### config.mk
export PLATFORM = sky130hd
export DESIGN_NAME = dmem_arbiter
export DESIGN_NICKNAME = d
export VERILOG_FILES = /design/src/rtl/dmem_arbiter.sv
export SDC_FILE = /design/constraint.sdc
export NUM_CORES = 1
export LEC_CHECK = 0
export CAP_MARGIN = 10
export CORE_ASPECT_RATIO = 1.2
export CORE_MARGIN = 5
export CORE_UTILIZATION = 44
export DETAILED_ROUTE_END_ITERATION = 8
export DONT_BUFFER_PORTS = 1
export GPL_TIMING_DRIVEN = 0
export PLACE_DENSITY = 0.66
export SETUP_SLACK_MARGIN = 0.5
export SLEW_MARGIN = 20
export SYNTH_ARGS = -nofsm -noshare
export SYNTH_HDL_FRONTEND = slang
export SYNTH_SLANG_ARGS = --single-unit
export TNS_END_PERCENT = 1
### constraint.sdc
create_clock -name CLK -period 1.8 [get_ports CLK]
set_input_delay 0.18 -clock CLK [delete_from_list [all_inputs] [get_ports CLK]]
set_output_delay 0.18 -clock CLK [all_outputs]
set_load 0.02 [all_outputs]
### src/rtl/dmem_arbiter.sv
`timescale 1ns/1ps
// dmem_arbiter: two-port round-robin arbiter and access sequencer for the
// shared byte-addressed, big-endian data memory.
// Ports:
//   CLK, RST                   clock, async active-low reset
//   req/we/addr/wdata{0,1}     requester inputs (0 = CPU mem stage, 1 = loader)
//   ack/err/rdata{0,1}         requester responses, valid while ack is high
//   mem_rd_n, mem_wr_n         active-low memory strobes (memory acts on negedge)
//   mem_addr, mem_wdata        memory address / write data
//   mem_rdata                  memory read data
//   busy                       high whenever the sequencer is not IDLE
module dmem_arbiter #(
  parameter int unsigned DEPTH = 256,
  parameter int unsigned AW    = 32
) (
  input  logic          CLK,
  input  logic          RST,
  input  logic          req0,
  input  logic          we0,
  input  logic [AW-1:0] addr0,
  input  logic [31:0]   wdata0,
  output logic          ack0,
  output logic          err0,
  output logic [31:0]   rdata0,
  input  logic          req1,
  input  logic          we1,
  input  logic [AW-1:0] addr1,
  input  logic [31:0]   wdata1,
  output logic          ack1,
  output logic          err1,
  output logic [31:0]   rdata1,
  output logic          mem_rd_n,
  output logic          mem_wr_n,
  output logic [AW-1:0] mem_addr,
  output logic [31:0]   mem_wdata,
  input  logic [31:0]   mem_rdata,
  output logic          busy
);

  localparam int unsigned DW = 32;
  // Highest legal word-aligned byte address.
  localparam logic [AW-1:0] LAST_WORD = AW'(DEPTH - 4);

  typedef enum logic [1:0] {
    IDLE   = 2'd0,
    ACCESS = 2'd1,
    RESP   = 2'd2,
    ERR    = 2'd3
  } state_e;

  state_e          state_q, state_d;
  logic            last_q, last_d;
  logic            sel_q, sel_d;
  logic            we_q, we_d;

  logic            ack0_q, ack0_d, ack1_q, ack1_d;
  logic            err0_q, err0_d, err1_q, err1_d;
  logic [DW-1:0]   rdata0_q, rdata0_d, rdata1_q, rdata1_d;
  logic            rd_n_q, rd_n_d, wr_n_q, wr_n_d;
  logic [AW-1:0]   mem_addr_q, mem_addr_d;
  logic [DW-1:0]   mem_wdata_q, mem_wdata_d;
  logic            busy_q, busy_d;

  logic            grant_c;
  logic            gsel_c;
  logic            g_we_c;
  logic [AW-1:0]   g_addr_c;
  logic [DW-1:0]   g_wdata_c;
  logic            addr_bad_c;

  // State register plus registered outputs.
  always_ff @(posedge CLK or negedge RST) begin
    if (!RST) begin
      state_q     <= IDLE;
      last_q      <= 1'b1;
      sel_q       <= 1'b0;
      we_q        <= 1'b0;
      ack0_q      <= 1'b0;
      ack1_q      <= 1'b0;
      err0_q      <= 1'b0;
      err1_q      <= 1'b0;
      rdata0_q    <= '0;
      rdata1_q    <= '0;
      rd_n_q      <= 1'b1;
      wr_n_q      <= 1'b1;
      mem_addr_q  <= '0;
      mem_wdata_q <= '0;
      busy_q      <= 1'b0;
    end else begin
      state_q     <= state_d;
      last_q      <= last_d;
      sel_q       <= sel_d;
      we_q        <= we_d;
      ack0_q      <= ack0_d;
      ack1_q      <= ack1_d;
      err0_q      <= err0_d;
      err1_q      <= err1_d;
      rdata0_q    <= rdata0_d;
      rdata1_q    <= rdata1_d;
      rd_n_q      <= rd_n_d;
      wr_n_q      <= wr_n_d;
      mem_addr_q  <= mem_addr_d;
      mem_wdata_q <= mem_wdata_d;
      busy_q      <= busy_d;
    end
  end

  // Arbitration and next-state logic; on a tie the port that did not win last goes.
  always_comb begin
    gsel_c     = (req0 && req1) ? ~last_q : req1;
    g_we_c     = gsel_c ? we1 : we0;
    g_addr_c   = gsel_c ? addr1 : addr0;
    g_wdata_c  = gsel_c ? wdata1 : wdata0;
    grant_c    = (state_q == IDLE) && (req0 || req1);
    addr_bad_c = (g_addr_c[1:0] != 2'b00) || (g_addr_c > LAST_WORD);
    state_d    = state_q;
    sel_d      = sel_q;
    we_d       = we_q;
    last_d     = last_q;
    case (state_q)
      IDLE: begin
        if (grant_c) begin
          sel_d   = gsel_c;
          we_d    = g_we_c;
          last_d  = gsel_c;
          state_d = addr_bad_c ? ERR : ACCESS;
        end
      end
      ACCESS:    state_d = RESP;
      RESP, ERR: state_d = IDLE;
      default:   state_d = IDLE;
    endcase
  end

  // Output next-values: strobes launch on the grant edge, ack on the edge after.
  always_comb begin
    ack0_d      = 1'b0;
    ack1_d      = 1'b0;
    err0_d      = 1'b0;
    err1_d      = 1'b0;
    rd_n_d      = 1'b1;
    wr_n_d      = 1'b1;
    rdata0_d    = rdata0_q;
    rdata1_d    = rdata1_q;
    mem_addr_d  = mem_addr_q;
    mem_wdata_d = mem_wdata_q;
    busy_d      = (state_d != IDLE);
    case (state_q)
      IDLE: begin
        if (grant_c) begin
          if (addr_bad_c) begin
            // Rejected without touching memory: respond immediately with err.
            ack0_d = ~gsel_c;
            ack1_d = gsel_c;
            err0_d = ~gsel_c;
            err1_d = gsel_c;
          end else begin
            mem_addr_d  = g_addr_c;
            mem_wdata_d = g_wdata_c;
            wr_n_d      = ~g_we_c;
            rd_n_d      = g_we_c;
          end
        end
      end
      ACCESS: begin
        ack0_d = ~sel_q;
        ack1_d = sel_q;
        if (!we_q) begin
          if (sel_q) rdata1_d = mem_rdata;
          else       rdata0_d = mem_rdata;
        end
      end
      default: ;
    endcase
  end

  assign ack0      = ack0_q;
  assign ack1      = ack1_q;
  assign err0      = err0_q;
  assign err1      = err1_q;
  assign rdata0    = rdata0_q;
  assign rdata1    = rdata1_q;
  assign mem_rd_n  = rd_n_q;
  assign mem_wr_n  = wr_n_q;
  assign mem_addr  = mem_addr_q;
  assign mem_wdata = mem_wdata_q;
  assign busy      = busy_q;

endmodule

==> flow_summary.toml, run 1 <==
[run_status]
status = "complete, but fails checks"
violations = "hold timing, setup timing"

[clock_tree]
clk_pin_slew_worst_paths_ns = 0.06
insertion_delay_ns = 0.41
clockRootBuffer = "clkbuf_16"
cts_tree = "built"
cts.sinks = 140
cts_buffer_depth = 2
holdBufCountCts = 36
htree_levels = 4
numCtsBuffers = 17

[timing]
fmax_mhz = 536
tns_ns = -1.20
worst_slack_ns = -0.0674
min_period_over_period_pct = 104
setup_viol = 26
tightest_slew_ns = 0.399
fin_crit_ns = 1.87
slew_headroom_pct = 73.3
rsz0062_at_grt = "yes"
whs_ns = -0.534
slew_violations = 0
fin_skew_ns = 0.0125
hold_viol_final = 140

[synth]
synth-edff-count = 0
syn-num-nets = 535
synth_ff_type = "dfrtp_1"
async_flop_share_pct = 100
syn_inst = 369
synth.avg_cell_area_sq_um = 15.6
synth_seq_cells = 140
synth_cell_type_count = 32
ys_warn_count = 0
yosysSeqAreaShare_pct = 61.1
synth.cell_area_sq_mm = 0.00574

[die]
io_pins = 301
fp.dieH_microns = 135
start_util_pct = 45.1
core_area_sq_mm = 0.0127
die_area_sq_mm = 0.0155
die_w_microns = 114
num_rows = 45

[global_routing]
grt_overflow_total = 0
antenna_found_initial = 3
grt_pass1_vias = 3848
grt_usage_pct = 19.6
grt_pass1_wl_microns = 22800
grt_max_degree = 141

[worst_setup_path]
critPathKind = "reg -> reg"
cp-endpoint = "mem_wdata[26]$_DFFE_PN0P_"
cp_max_fo = 7
crit_path_start_kind = "flop"
rr_worst_depth = 8
crit_required_ns = 2.09
r2r_end = "mem_wdata[26]$_DFFE_PN0P_"
r2r-start = "last_q$_DFFE_PN1P_"
arrival_ns = 2.15
cp-end-kind = "flop"
worstSetupStartpoint = "last_q$_DFFE_PN1P_"
reg2reg_slack_ns = -0.07

[drt]
drtPass1Iterations = 4
antenna_left = 0
detail_route.vias_per_cell = 5.50
drt-initial-drc-count = 211
wl_microns = 15700
vias = 3337
route.detailed.drc = 0
wl_per_cell_microns = 25.9

[cells_and_area]
seq_area_sq_mm = 0.00351
layout_commonest_cell = "dfrtp_1"
area_delta_synth_final_pct = 25.3
fin_util_pct = 56.6
fillCellCount = 1039
fin_area_sq_mm = 0.00720
layout-drive-gt1-share_pct = 46.8
mostFrequentLayoutCells = "dfrtp_1 (137), mux2_2 (84), mux2_4 (56)"
multiInputGateArea_sq_mm = 0.00230
nets = 595

[pwr]
power.leakage_nw = 3.38
p_per_area_mw_per_mm2 = 1530
vdd_ir_drop_max_mv = 0.759

[place]
port_buffers = 0
place_congestion = 0.780
post-place-ws_ns = -0.351
dp_hpwl_microns = 11200
place_area_sq_mm = 0.00596

[worst_hold_path]
hold_class = "in -> async"

[flow_run]
timing.max_cap.violations = 0
==> worst min path at each step <==
| stage | from | to | slack, ns | depth (start not counted) |
|---|---|---|---|---|
| floorplan | RST | ack0$_DFF_PN0_ | -0.12 | 0 |
| global placement | RST | rdata1[10]$_DFFE_PN0P_ | -0.11 | 0 |
| detailed placement | RST | rdata1[10]$_DFFE_PN0P_ | -0.11 | 0 |
| CTS | RST | rdata1[10]$_DFFE_PN0P_ | -0.56 | 0 |
| global route | RST | mem_addr[18]$_DFFE_PN0P_ | -0.57 | 0 |
| finish | RST | rdata1[10]$_DFFE_PN0P_ | -0.53 | 0 |
==> timing repair <==
item / in CTS / in global routing
pin swaps: 1 / 1
gates resized for setup: 39 / 25
gates cloned: 1 / 1
endpoints found under the hold margin: 207 / 140
setup buffers: 3 / 0
endpoints found under the setup margin: 137 / 137
==> layout make-up <==
cell class	instances	share of cell area, %
buffer	18	2.40
clock inverter	14	1.70
antenna	1	0.0348
tap	164	2.85
inverter	2	0.104
timing repair buffer	41	6.12
sequential	140	48.7
multi-input combinational	209	32.0
clock buffer	18	6.10
==> through the flow <==
stage,power [mW],std cells
detailed placement,7.23,533
finish,11.0,607
global placement,7.13,533
CTS,10.9,605
global route,11.5,607
floorplan,6.72,369
==> report_power, final <==
part / switching (mW) / internal (mW) / leakage [nW]
Sequential: 1.67 / 3.98 / 1.81
Combinational: 0.723 / 1.34 / 1.30
Clock: 1.44 / 1.85 / 0.265
==> cell usage after synthesis, types with 2 or more instances <==
master / n / area (sq um)
and2_1: 27 / 169
nand4_1: 4 / 25.0
dfrtp_1: 137 / 3430
nor2_1: 3 / 11.3
mux2_4: 23 / 345
inv_1: 2 / 7.51
nor4_1: 12 / 75.1
clkbuf_1: 4 / 15.0
o21ai_0: 2 / 10.0
nand2_1: 4 / 15.0
buf_2: 9 / 45.0
mux2_2: 117 / 1320
buf_6: 4 / 45.0
dfstp_2: 3 / 78.8
==> routing by layer <==
layer,up-vias,wire length (microns),global-route usage [%]
li1,1440,-,-
met5,-,0,0
met3,10,1630,8.31
met4,0,146,5.21
met1,1686,5470,20.9
met2,201,8500,35.4
==> cells by family after synthesis <==
family,count (synthesis),synth area share (%)
DFF,140,61.1
buffers and inverters,20,2.03
AOI/OAI and AO/OA,9,1.11
and+or+nand+nor,58,6.29
muxes,142,29.5
==> sequential cells by signal, summed over array words and instances, names as in the netlist <==
signal / cells
ack0: 1
ack1: 1
busy: 1
err0: 1
err1: 1
last_q: 1
mem_addr: 32
mem_rd_n: 1
mem_wdata: 32
mem_wr_n: 1
rdata0: 32
rdata1: 32
sel_q: 1
state_q: 2
we_q: 1
==> worst max-delay path: stages (launching register included) <==
cell and delay, ns:
dfstp_2 0.55, a21boi_2 0.06, buf_6 0.14, nand4b_1 0.18, nand2_2 0.12, nand3_4 0.10, buf_12 0.16, clkbuf_16 0.15
mux2_4 0.29
(Power assumes the default switching activity.)
==> run 2: changes to the inputs <==
--- a/config.mk
+++ b/config.mk
@@ -14,7 +14,6 @@
 export GPL_TIMING_DRIVEN = 0
 export PLACE_DENSITY = 0.66
 export SETUP_SLACK_MARGIN = 0.5
-export SLEW_MARGIN = 20
 export SYNTH_ARGS = -nofsm -noshare
 export SYNTH_HDL_FRONTEND = slang
 export SYNTH_SLANG_ARGS = --single-unit
==> results of run 2 <==
Final layout, timing and power as in run 1 (identical DEF).
==> edit (flow settings as in run 2) <==
The parameter `AW` goes from 32 to 48.
--- a/src/rtl/dmem_arbiter.sv
+++ b/src/rtl/dmem_arbiter.sv
@@ -11,7 +11,7 @@
 //   busy                       high whenever the sequencer is not IDLE
 module dmem_arbiter #(
   parameter int unsigned DEPTH = 256,
-  parameter int unsigned AW    = 32
+  parameter int unsigned AW    = 48
 ) (
   input  logic          CLK,
   input  logic          RST,
Interface: changed (resized addr0, addr1 and mem_addr); port bits go from 301 to 349. The function was not compared with the original's and may differ.
==> edit against run 2 <==
- non-clock buffer count is 3 lower
- critical path depth is 1 lower
- cell count rose by 8.6%
- routed wire length rose by 5.7%
- worst hold slack got worse by 0.0031 ns
- power rose by 7.0%
- area after synthesis up 8.5%
- largest power group unchanged
- maximum frequency fell by 16%
- final area increased by 6.9%
- the run still ends with hold timing, setup timing left
- worst setup slack lost 0.37 ns
- synthesized cell count rose by 14%
- sequential cell count grew 16
- largest cell class unchanged
==> edit: results (changes against run 2) <==
leakage=3.607 nW (was 3.381 nW); 1st-pass router iterations=4 (unchanged); diode count=0 (was 1); worst setup margin=-0.4330 ns (was -0.06735 ns); drt total wl=16,640 um (was 15,740 um); Setup CP Type=reg2reg (unchanged); HPWL Detailed=12,420 um (was 11,180 um); Max Root-Sink Buffers=2 (unchanged); post-synthesis sequential area ratio=0.6269 (was 0.6105); list of most frequent post-synthesis cells=dfrtp_1 (153), mux2_2 (103), nor2b_1 (42) (was dfrtp_1 (137), mux2_2 (117), and2_1 (27)); global-route wire length before repair=24,850 um (was 22,840 um); Root Buffer=clkbuf_16 (unchanged); H-tree depth=4 (unchanged); fin nets=674 (was 595); M2 GR Usage=0.3359 (was 0.3545); HP Class=in2async (unchanged); worst reg2reg startpoint=last_q$_DFFE_PN1P_ (unchanged); total CTS buffers=17 (unchanged); Largest delay share family, worst path=simple AND/OR/NAND/NOR gates (was flip-flops); r2r worst-path depth=7 (was 8); layout cells sized above 1=0.3525 (was 0.4683); slowest CP cell=dfstp_2 (unchanged); Synth area leaders=dfrtp_1 (61%), mux2_2 (19%), mux2_1 (6.7%) (was dfrtp_1 (60%), mux2_2 (23%), mux2_4 (6.0%)); CP Depth=7 (was 8); GPL Wtd Cong=0.9246 (was 0.7802); outcome=complete, but fails checks (unchanged); CP peak stage delay=0.55 ns (about the same); max FFs per register=48; final hold violation count=156 (was 140); Clock Skew=0.004690 ns (was 0.01249 ns); number of global-route vias before repair=4,170 (was 3,848); Final setup viols=81 (was 26); Synth async-reset ratio=1.000 (unchanged); Area after DPL=0.006462 mm^2 (was 0.005959 mm^2); met3 Track Usage GR=0.1081 (was 0.08311); Worst-Skew Late Latency=0.41 ns (about the same); Ys Warns=0 (unchanged); initial antenna violation count=2 (was 3); post-synth cell types=30 (was 32); all-layer global routing usage=0.1955 (was 0.1962); Critical Path Fanout Max=10 (was 7); Peak VDD IR=0.9608 mV (was 0.7590 mV); Final TNS setup=-27.88 ns (was -1.198 ns); hold_ws=-0.5372 ns (was -0.5341 ns); Hold Buf Count CTS=36 (unchanged); worst r2r dst=mem_wdata[12]$_DFFE_PN0P_ (was mem_wdata[26]$_DFFE_PN0P_); IO buf count=0 (unchanged); slew margin rel.=0.5809 (was 0.7334); Reg clk slew, reported paths=0.06 ns (about the same); initial DRC count=144 (was 211); post-synth net total=618 (was 535); failing checks=hold timing, setup timing (unchanged); Vias/cell=5.642 (was 5.498); pin count of the biggest net entering global routing=157 (was 141); grt met1 use=0.2093 (was 0.2090); critical path arrival=2.52 ns (was 2.15 ns)
edit: cell types whose count changed after synthesis, moves of 4 or more:
| cell | before | now |
|---|---|---|
| and2_1 | 27 | 0 |
| mux2_2 | 117 | 103 |
| dfrtp_1 | 137 | 153 |
| mux2_4 | 23 | 0 |
| nor2_1 | 3 | 8 |
| mux2_1 | 0 | 37 |
| nor4_1 | 12 | 16 |
| nor2b_1 | 0 | 42 |
| nand2_1 | 4 | 8 |
edit: routing by layer:
metal,wire [um],up-vias
met5,26,-
met4,118,4
met3,1985,11
met2,8489,211
met1,6019,1895
li1,-,1597
edit: through the flow:
stage / util / std cells / setup WS (ns)
2_1_floorplan: - / 420 / -0.2854
3_3_place_gp: 0.4657 / 591 / -0.6428
3_5_place_dp: 0.4657 / 591 / -0.6906
4_1_cts: 0.5507 / 659 / -0.4358
5_1_grt: 0.5545 / 659 / -0.5241
6_report: 0.5545 / 659 / -0.4330
edit: area by class of cell:
type	count	area [um^2]
plain buffers	19	176.4
clock buffers	18	429.2
clock inverters	13	211.5
fillers	1110	6183
inverters	2	7.507
multi-input cells	243	2381
flip-flops and latches	156	3908
well taps	171	214.0
repair buffers	37	367.9
edit: cells by family (layout without fill, tap and decap cells):
family                 count (synthesis)  in the layout  share of synthesized area
DFF                                  156            156                     0.6269
muxes                                142            142                     0.2561
and+or+nand+nor                       89             89                    0.08511
buffers and inverters                 21             89                    0.01927
AOI/OAI and AO/OA                     12             12                    0.01265
edit: timing repair:
action                                 4_1_cts  5_1_grt
pin swaps                                    1        1
endpoints found under the hold margin      222      156
setup buffers                                1        0
setup endpoints to repair                  153      153
resized for setup                           50       17
edit: report_power, final:
part	leakage, nW	internal [mW]	switching, mW
clock network	0.312	2.47	1.40
logic	1.26	1.23	0.678
registers	2.04	4.35	1.66
total	3.61	8.04	3.73
